--- config.mk ---
export PLATFORM = sky130hd
export DESIGN_NAME = lzd_norm_seq
export DESIGN_NICKNAME = d
export VERILOG_FILES = /design/src/rtl/lzd_norm_seq_pkg.sv /design/src/rtl/lzd_12bits.sv /design/src/rtl/lzd_norm_seq.sv
export SDC_FILE = /design/constraint.sdc
export NUM_CORES = 1
export LEC_CHECK = 0
export ABC_AREA = 1
export BUFFER_PORTS_ARGS = -buffer_cell sky130_fd_sc_hd__buf_2
export CAP_MARGIN = 20
export CORE_MARGIN = 5
export CORE_UTILIZATION = 34
export CTS_CLUSTER_DIAMETER = 150
export DETAILED_ROUTE_END_ITERATION = 12
export GPL_TIMING_DRIVEN = 0
export PLACE_DENSITY_LB_ADDON = 0.3
export SLEW_MARGIN = 20
export SYNTH_ARGS = -nofsm -noshare
export SYNTH_HDL_FRONTEND = slang
export SYNTH_HIERARCHICAL = 1
export SYNTH_SLANG_ARGS = --single-unit
--- constraint.sdc ---
create_clock -name clk -period 2.7 [get_ports clk]
set_clock_uncertainty 0.15 [all_clocks]
set_input_delay 0.405 -clock clk [delete_from_list [all_inputs] [get_ports clk]]
set_output_delay 0.405 -clock clk [all_outputs]
set_load 0.02 [all_outputs]
--- src/rtl/lzd_norm_seq_pkg.sv ---
// -----------------------------------------------------------------------------
// lzd_norm_seq_pkg
// Shared constants for the sequential leading-zero normalizer:
//   CHUNK_W  - bits examined per scan cycle (width of the lzd_12bits input)
//   LZD_PW   - width of the lzd_12bits position output
//   state_t  - FSM state vector type and its encodings
//   idx_width() - width of a chunk index register, never narrower than 1 bit
// -----------------------------------------------------------------------------
package lzd_norm_seq_pkg;

    localparam int CHUNK_W = 12;
    localparam int LZD_PW  = 4;

    typedef logic [1:0] state_t;

    localparam state_t ST_IDLE = 2'd0;
    localparam state_t ST_SCAN = 2'd1;
    localparam state_t ST_DONE = 2'd2;

    // A single-chunk operand still needs a 1-bit index register.
    function automatic int idx_width(input int n);
        int w;
        w = 1;
        if (n > 1) begin
            w = $clog2(n);
        end else begin
            w = 1;
        end
        return w;
    endfunction

endpackage

--- src/rtl/lzd_12bits.sv ---
// -----------------------------------------------------------------------------
// lzd_12bits
// Combinational 12-bit leading-zero detector.
// Ports:
//   src - 12-bit chunk, src[11] is the most significant bit
//   p   - number of leading zeros counted from src[11], 0..11 (meaningful only
//         when v = 1)
//   v   - at least one bit of src is set
// -----------------------------------------------------------------------------
module lzd_12bits (
    input  logic [11:0] src,
    output logic [3:0]  p,
    output logic        v
);

    assign v = |src;

    // Priority encode the first set bit from the MSB.
    always_comb begin
        p = 4'd0;
        casez (src)
            12'b1???????????: p = 4'd0;
            12'b01??????????: p = 4'd1;
            12'b001?????????: p = 4'd2;
            12'b0001????????: p = 4'd3;
            12'b00001???????: p = 4'd4;
            12'b000001??????: p = 4'd5;
            12'b0000001?????: p = 4'd6;
            12'b00000001????: p = 4'd7;
            12'b000000001???: p = 4'd8;
            12'b0000000001??: p = 4'd9;
            12'b00000000001?: p = 4'd10;
            12'b000000000001: p = 4'd11;
            default:          p = 4'd0;
        endcase
    end

endmodule

--- src/rtl/lzd_norm_seq.sv ---
// -----------------------------------------------------------------------------
// lzd_norm_seq
// Multi-cycle normalizer: scans a W-bit operand MSB-first, one 12-bit chunk
// per cycle through a single shared lzd_12bits, and returns the leading-zero
// count together with the operand shifted so that its MSB is 1.
// Ports:
//   clk       - clock, rising edge
//   rst       - synchronous active-high reset
//   in_valid  - operand offered            in_ready  - operand can be accepted
//   in_data   - W-bit operand
//   out_valid - result held                out_ready - consumer takes result
//   out_cnt   - leading-zero count, 0..W
//   out_norm  - in_data << out_cnt, truncated to W bits
//   out_zero  - operand was all zeros
// W must be a multiple of 12 and at least 12.
// -----------------------------------------------------------------------------
module lzd_norm_seq
    import lzd_norm_seq_pkg::*;
#(
    parameter  int W  = 48,
    localparam int CW = $clog2(W + 1)
) (
    input  logic          clk,
    input  logic          rst,
    input  logic          in_valid,
    output logic          in_ready,
    input  logic [W-1:0]  in_data,
    output logic          out_valid,
    input  logic          out_ready,
    output logic [CW-1:0] out_cnt,
    output logic [W-1:0]  out_norm,
    output logic          out_zero
);

    localparam int NCHUNK = W / CHUNK_W;
    localparam int IDXW   = idx_width(NCHUNK);

    state_t              state_q, state_d;
    logic [W-1:0]        opnd_q, opnd_d;
    logic [CW-1:0]       cnt_q, cnt_d;
    logic [IDXW-1:0]     idx_q, idx_d;
    logic                zero_q, zero_d;
    logic                in_ready_q, in_ready_d;
    logic                out_valid_q, out_valid_d;

    logic [CHUNK_W-1:0]  lzd_src_s;
    logic [LZD_PW-1:0]   lzd_p_s;
    logic                lzd_v_s;
    logic [W-1:0]        opnd_shl_p_s;

    // The top chunk of the working register is always the one under test;
    // the register is shifted left as chunks are consumed.
    assign lzd_src_s = opnd_q[W-1 -: CHUNK_W];

    lzd_12bits u_lzd (
        .src (lzd_src_s),
        .p   (lzd_p_s),
        .v   (lzd_v_s)
    );

    // Final alignment: 12-way mux of constant left shifts selected by p.
    always_comb begin
        opnd_shl_p_s = opnd_q;
        case (lzd_p_s)
            4'd0:    opnd_shl_p_s = opnd_q;
            4'd1:    opnd_shl_p_s = opnd_q << 1;
            4'd2:    opnd_shl_p_s = opnd_q << 2;
            4'd3:    opnd_shl_p_s = opnd_q << 3;
            4'd4:    opnd_shl_p_s = opnd_q << 4;
            4'd5:    opnd_shl_p_s = opnd_q << 5;
            4'd6:    opnd_shl_p_s = opnd_q << 6;
            4'd7:    opnd_shl_p_s = opnd_q << 7;
            4'd8:    opnd_shl_p_s = opnd_q << 8;
            4'd9:    opnd_shl_p_s = opnd_q << 9;
            4'd10:   opnd_shl_p_s = opnd_q << 10;
            4'd11:   opnd_shl_p_s = opnd_q << 11;
            default: opnd_shl_p_s = opnd_q;
        endcase
    end

    // FSM next-state and datapath next-values.
    always_comb begin
        state_d = state_q;
        opnd_d  = opnd_q;
        cnt_d   = cnt_q;
        idx_d   = idx_q;
        zero_d  = zero_q;
        case (state_q)
            ST_IDLE: begin
                if (in_valid) begin
                    opnd_d  = in_data;
                    cnt_d   = '0;
                    idx_d   = '0;
                    state_d = ST_SCAN;
                end else begin
                    state_d = ST_IDLE;
                end
            end
            ST_SCAN: begin
                if (lzd_v_s) begin
                    opnd_d  = opnd_shl_p_s;
                    cnt_d   = cnt_q + CW'(lzd_p_s);
                    zero_d  = 1'b0;
                    state_d = ST_DONE;
                end else if (idx_q != IDXW'(NCHUNK - 1)) begin
                    // Whole chunk is zero: drop it and count all 12 bits.
                    opnd_d  = opnd_q << CHUNK_W;
                    cnt_d   = cnt_q + CW'(CHUNK_W);
                    idx_d   = idx_q + IDXW'(1);
                    state_d = ST_SCAN;
                end else begin
                    // Last chunk also zero: report the saturated count directly.
                    opnd_d  = '0;
                    cnt_d   = CW'(W);
                    zero_d  = 1'b1;
                    state_d = ST_DONE;
                end
            end
            ST_DONE: begin
                if (out_ready) begin
                    state_d = ST_IDLE;
                end else begin
                    state_d = ST_DONE;
                end
            end
            default: begin
                state_d = ST_IDLE;
            end
        endcase
    end

    // Handshake flags are registered copies of the next-state decode so the
    // outputs come straight from flops.
    always_comb begin
        in_ready_d  = (state_d == ST_IDLE);
        out_valid_d = (state_d == ST_DONE);
    end

    // State and datapath registers with synchronous reset.
    always_ff @(posedge clk) begin
        if (rst) begin
            state_q     <= ST_IDLE;
            opnd_q      <= '0;
            cnt_q       <= '0;
            idx_q       <= '0;
            zero_q      <= 1'b0;
            in_ready_q  <= 1'b1;
            out_valid_q <= 1'b0;
        end else begin
            state_q     <= state_d;
            opnd_q      <= opnd_d;
            cnt_q       <= cnt_d;
            idx_q       <= idx_d;
            zero_q      <= zero_d;
            in_ready_q  <= in_ready_d;
            out_valid_q <= out_valid_d;
        end
    end

    assign in_ready  = in_ready_q;
    assign out_valid = out_valid_q;
    assign out_cnt   = cnt_q;
    assign out_norm  = opnd_q;
    assign out_zero  = zero_q;

endmodule

==> results_dict.tcl <==
set metrics [dict create \
    dpl.cell_count 1962 \
    nets 1760 \
    avgViaCountPerCell 5.76 \
    hpwl_um 30000 \
    wl_um 41700 \
    die-area_sq_um 25600 \
    max-slew-margin-rel_pct 47.8 \
    peakVddDrop_v 0.000598 \
    rows 55 \
    start_util_pct 34.1 \
    reg2reg_depth 16 \
    whs_endpoint "out_norm[4]$_SDFFE_PP0P_" \
    io_pins 109 \
    crit_required_ps 2830 \
    max-cap-violations 0 \
    grt_pass1_vias 10366 \
    critical_path_arrival_ps 2770 \
    cts-buffers-inserted 9 \
    cts_tree "done" \
    portBuffers 107 \
    clockBufferDepth 2 \
    globalRouteOverflowTotal 0 \
    htreeDepth 3 \
    finalCritPeriodShare_pct 97.6 \
    path_clk_slew_ps 60 \
    critPathMaxFanout 10 \
    clock_latency_ps 360 \
    clock_sinks 61 \
    pre_cts_ws_ps -627 \
    hp-class "input port to register" \
    die_height_um 160 \
    die_w_um 160 \
    yosysUniqueCellTypes 31 \
    design_area_sq_um 9430 \
    power_density_nw_per_um2 1300 \
    synth_cells 1570 \
    clock-root-buffer "clkbuf_16" \
    grt_max_degree 14 \
    cp-end-kind "register" \
    r2r-end "out_norm[12]$_SDFFE_PP0P_" \
    p_leak_uw 0.00484 \
    tightest_slew_ps 783 \
    grt_usage_pct 30.8 \
    synth_nets 1629 \
    r2r_slack_ps 60 \
    ys_warn_count 6 \
    fin_crit_ps 2640 \
    routedWlPerCell_um 21.0 \
    antenna_left 0 \
    drtIter0Drc 1791 \
    worstSetupStartpointType "register" \
    rsz0062_at_grt "yes" \
    antenna_found_initial 0 \
    drcViolationCount 0 \
    routabilityCongestion 1.03 \
    syn_area_sq_um 7660 \
    max_freq_mhz 379 \
    mostFrequentLayoutCells "nand2_1, nand3_1, nor2_1" \
    hold_start "in_data[4]" \
    synth_seq_cells 61 \
    dpl-instance-area_sq_um 8550 \
    num_vias 11478 \
    final_max_slew_viol_count 0 \
    setup_viol 0 \
    dr.pass1.iters 6 \
    whs_path_depth 3 \
    grt_pass1_wl_um 62100 \
    area_growth_pct 23.2 \
    setup_slack_ps 63.6 \
    yosysSeqAreaShare_pct 15.9 \
    layout_commonest_cell "nand2_1" \
    fin_util_pct 42.0 \
    core_sq_um 22400 \
    hold_viol 0 \
    r2r_start "out_norm[44]$_SDFFE_PP0P_" \
    critPathKind "register to register" \
    synth.avg_cell_area_sq_um 4.88 \
    outcome "completed" \
    instances_no_fill 1992 \
    drive_gt1_share_pct 16.6 \
]
## registers in the layout (all words and copies together) (netlist names)
signal and cells:
out_norm 48, out_cnt 6, idx_q 2, state_q 2, in_ready 1, out_valid 1
out_zero 1
## critical path, cell delays in order (launching register included)
cell,delay (ps)
dfxtp_4,420
nor2_4,50
nand2_2,110
inv_1,50
nand2_1,90
nand2_1,70
nor2_1,170
nand2_4,150
inv_2,130
nand2_2,100
nand2_1,80
nand4_1,120
nand2_2,190
buf_8,190
clkbuf_4,260
nor2_1,80
a21oi_1,160
## cell families after synthesis
logic type / share of synthesized area, %
DFF: 15.9
buffers and inverters: 11.7
xor gates and xnor gates: 0.229
AOI/OAI and AO/OA: 12.1
and+or+nand+nor: 58.8
adders and majority gates: 1.24
## worst max path at each step
stage	slack [ps]	end	start	cells past startpoint
6_report	60	out_norm[12]$_SDFFE_PP0P_	out_norm[44]$_SDFFE_PP0P_	16
5_1_grt	-80	out_norm[46]$_SDFFE_PP0P_	out_norm[45]$_SDFFE_PP0P_	16
4_1_cts	0.5	out_norm[12]$_SDFFE_PP0P_	out_norm[47]$_SDFFE_PP0P_	11
3_5_place_dp	-630	out_norm[27]$_SDFFE_PP0P_	out_norm[39]$_SDFFE_PP0P_	14
3_3_place_gp	-660	out_norm[37]$_SDFFE_PP0P_	out_norm[39]$_SDFFE_PP0P_	14
2_1_floorplan	290	out_cnt[4]$_SDFFE_PP0P_	out_norm[42]$_SDFFE_PP0P_	14
## per-layer routing
metal,up-vias,GRT usage [%],wire [um]
met2,836,46.0,17600
li1,5287,-,-
met3,163,6.79,5200
met5,-,0,0
met4,0,16.8,2430
met1,5192,41.2,16500
## synth_stat cells (all sizes together)
master | n | area share [%]
nand4 | 4 | 0.33
nand3b | 1 | 0.098
inv | 87 | 4.3
nand3 | 290 | 19
clkbuf | 87 | 4.3
fa | 1 | 0.26
o21bai | 1 | 0.098
a21oi | 111 | 7.3
nor2 | 237 | 12
o221ai | 1 | 0.11
o2bb2ai | 1 | 0.11
o22ai | 1 | 0.082
a31oi | 1 | 0.082
xnor2 | 1 | 0.11
dfxtp | 61 | 16
xor2 | 1 | 0.11
o21ai | 61 | 4.0
nor3 | 2 | 0.13
a21boi | 1 | 0.098
o211ai | 1 | 0.098
or2 | 1 | 0.082
o211a | 1 | 0.13
clkinv | 1 | 0.049
nand2 | 559 | 27
buf | 51 | 3.1
ha | 6 | 0.98
## timing repair
item                                    in CTS  in global routing
hold endpoints to repair                     0                  0
gates cloned                                 0                  1
buffers inserted                             4                  9
endpoints found under the setup margin      50                 50
hold buffers                                 0                  0
pin swaps                                    3                  7
resized for setup                           82                133
## power breakdown
part / switching [uW] / internal, uW / total [uW]
Sequential: 249 / 1150 / 1400
Combinational: 6960 / 2600 / 9560
Clock: 531 / 730 / 1260
## metrics by stage
step,hold WS (ps),power (uW),setup TNS [ps]
3_5_place_dp,302,9590,-21790
3_3_place_gp,299,9590,-22340
2_1_floorplan,328,6500,0
6_report,176,12200,0
4_1_cts,179,11200,0
5_1_grt,203,12700,-1970
## area by class of cell
type                       count  area (sq um)
fill                        2545         13000
tap                          285           357
inverter                      88           333
timing repair buffer         121           658
multi-input combinational   1283          5720
antenna                        1          2.50
sequential                    61          1250
clock buffer                   9           225
clock inverter                 7          82.6
buffer                       137           797
Note: power is estimated with default switching activity, not from simulation.
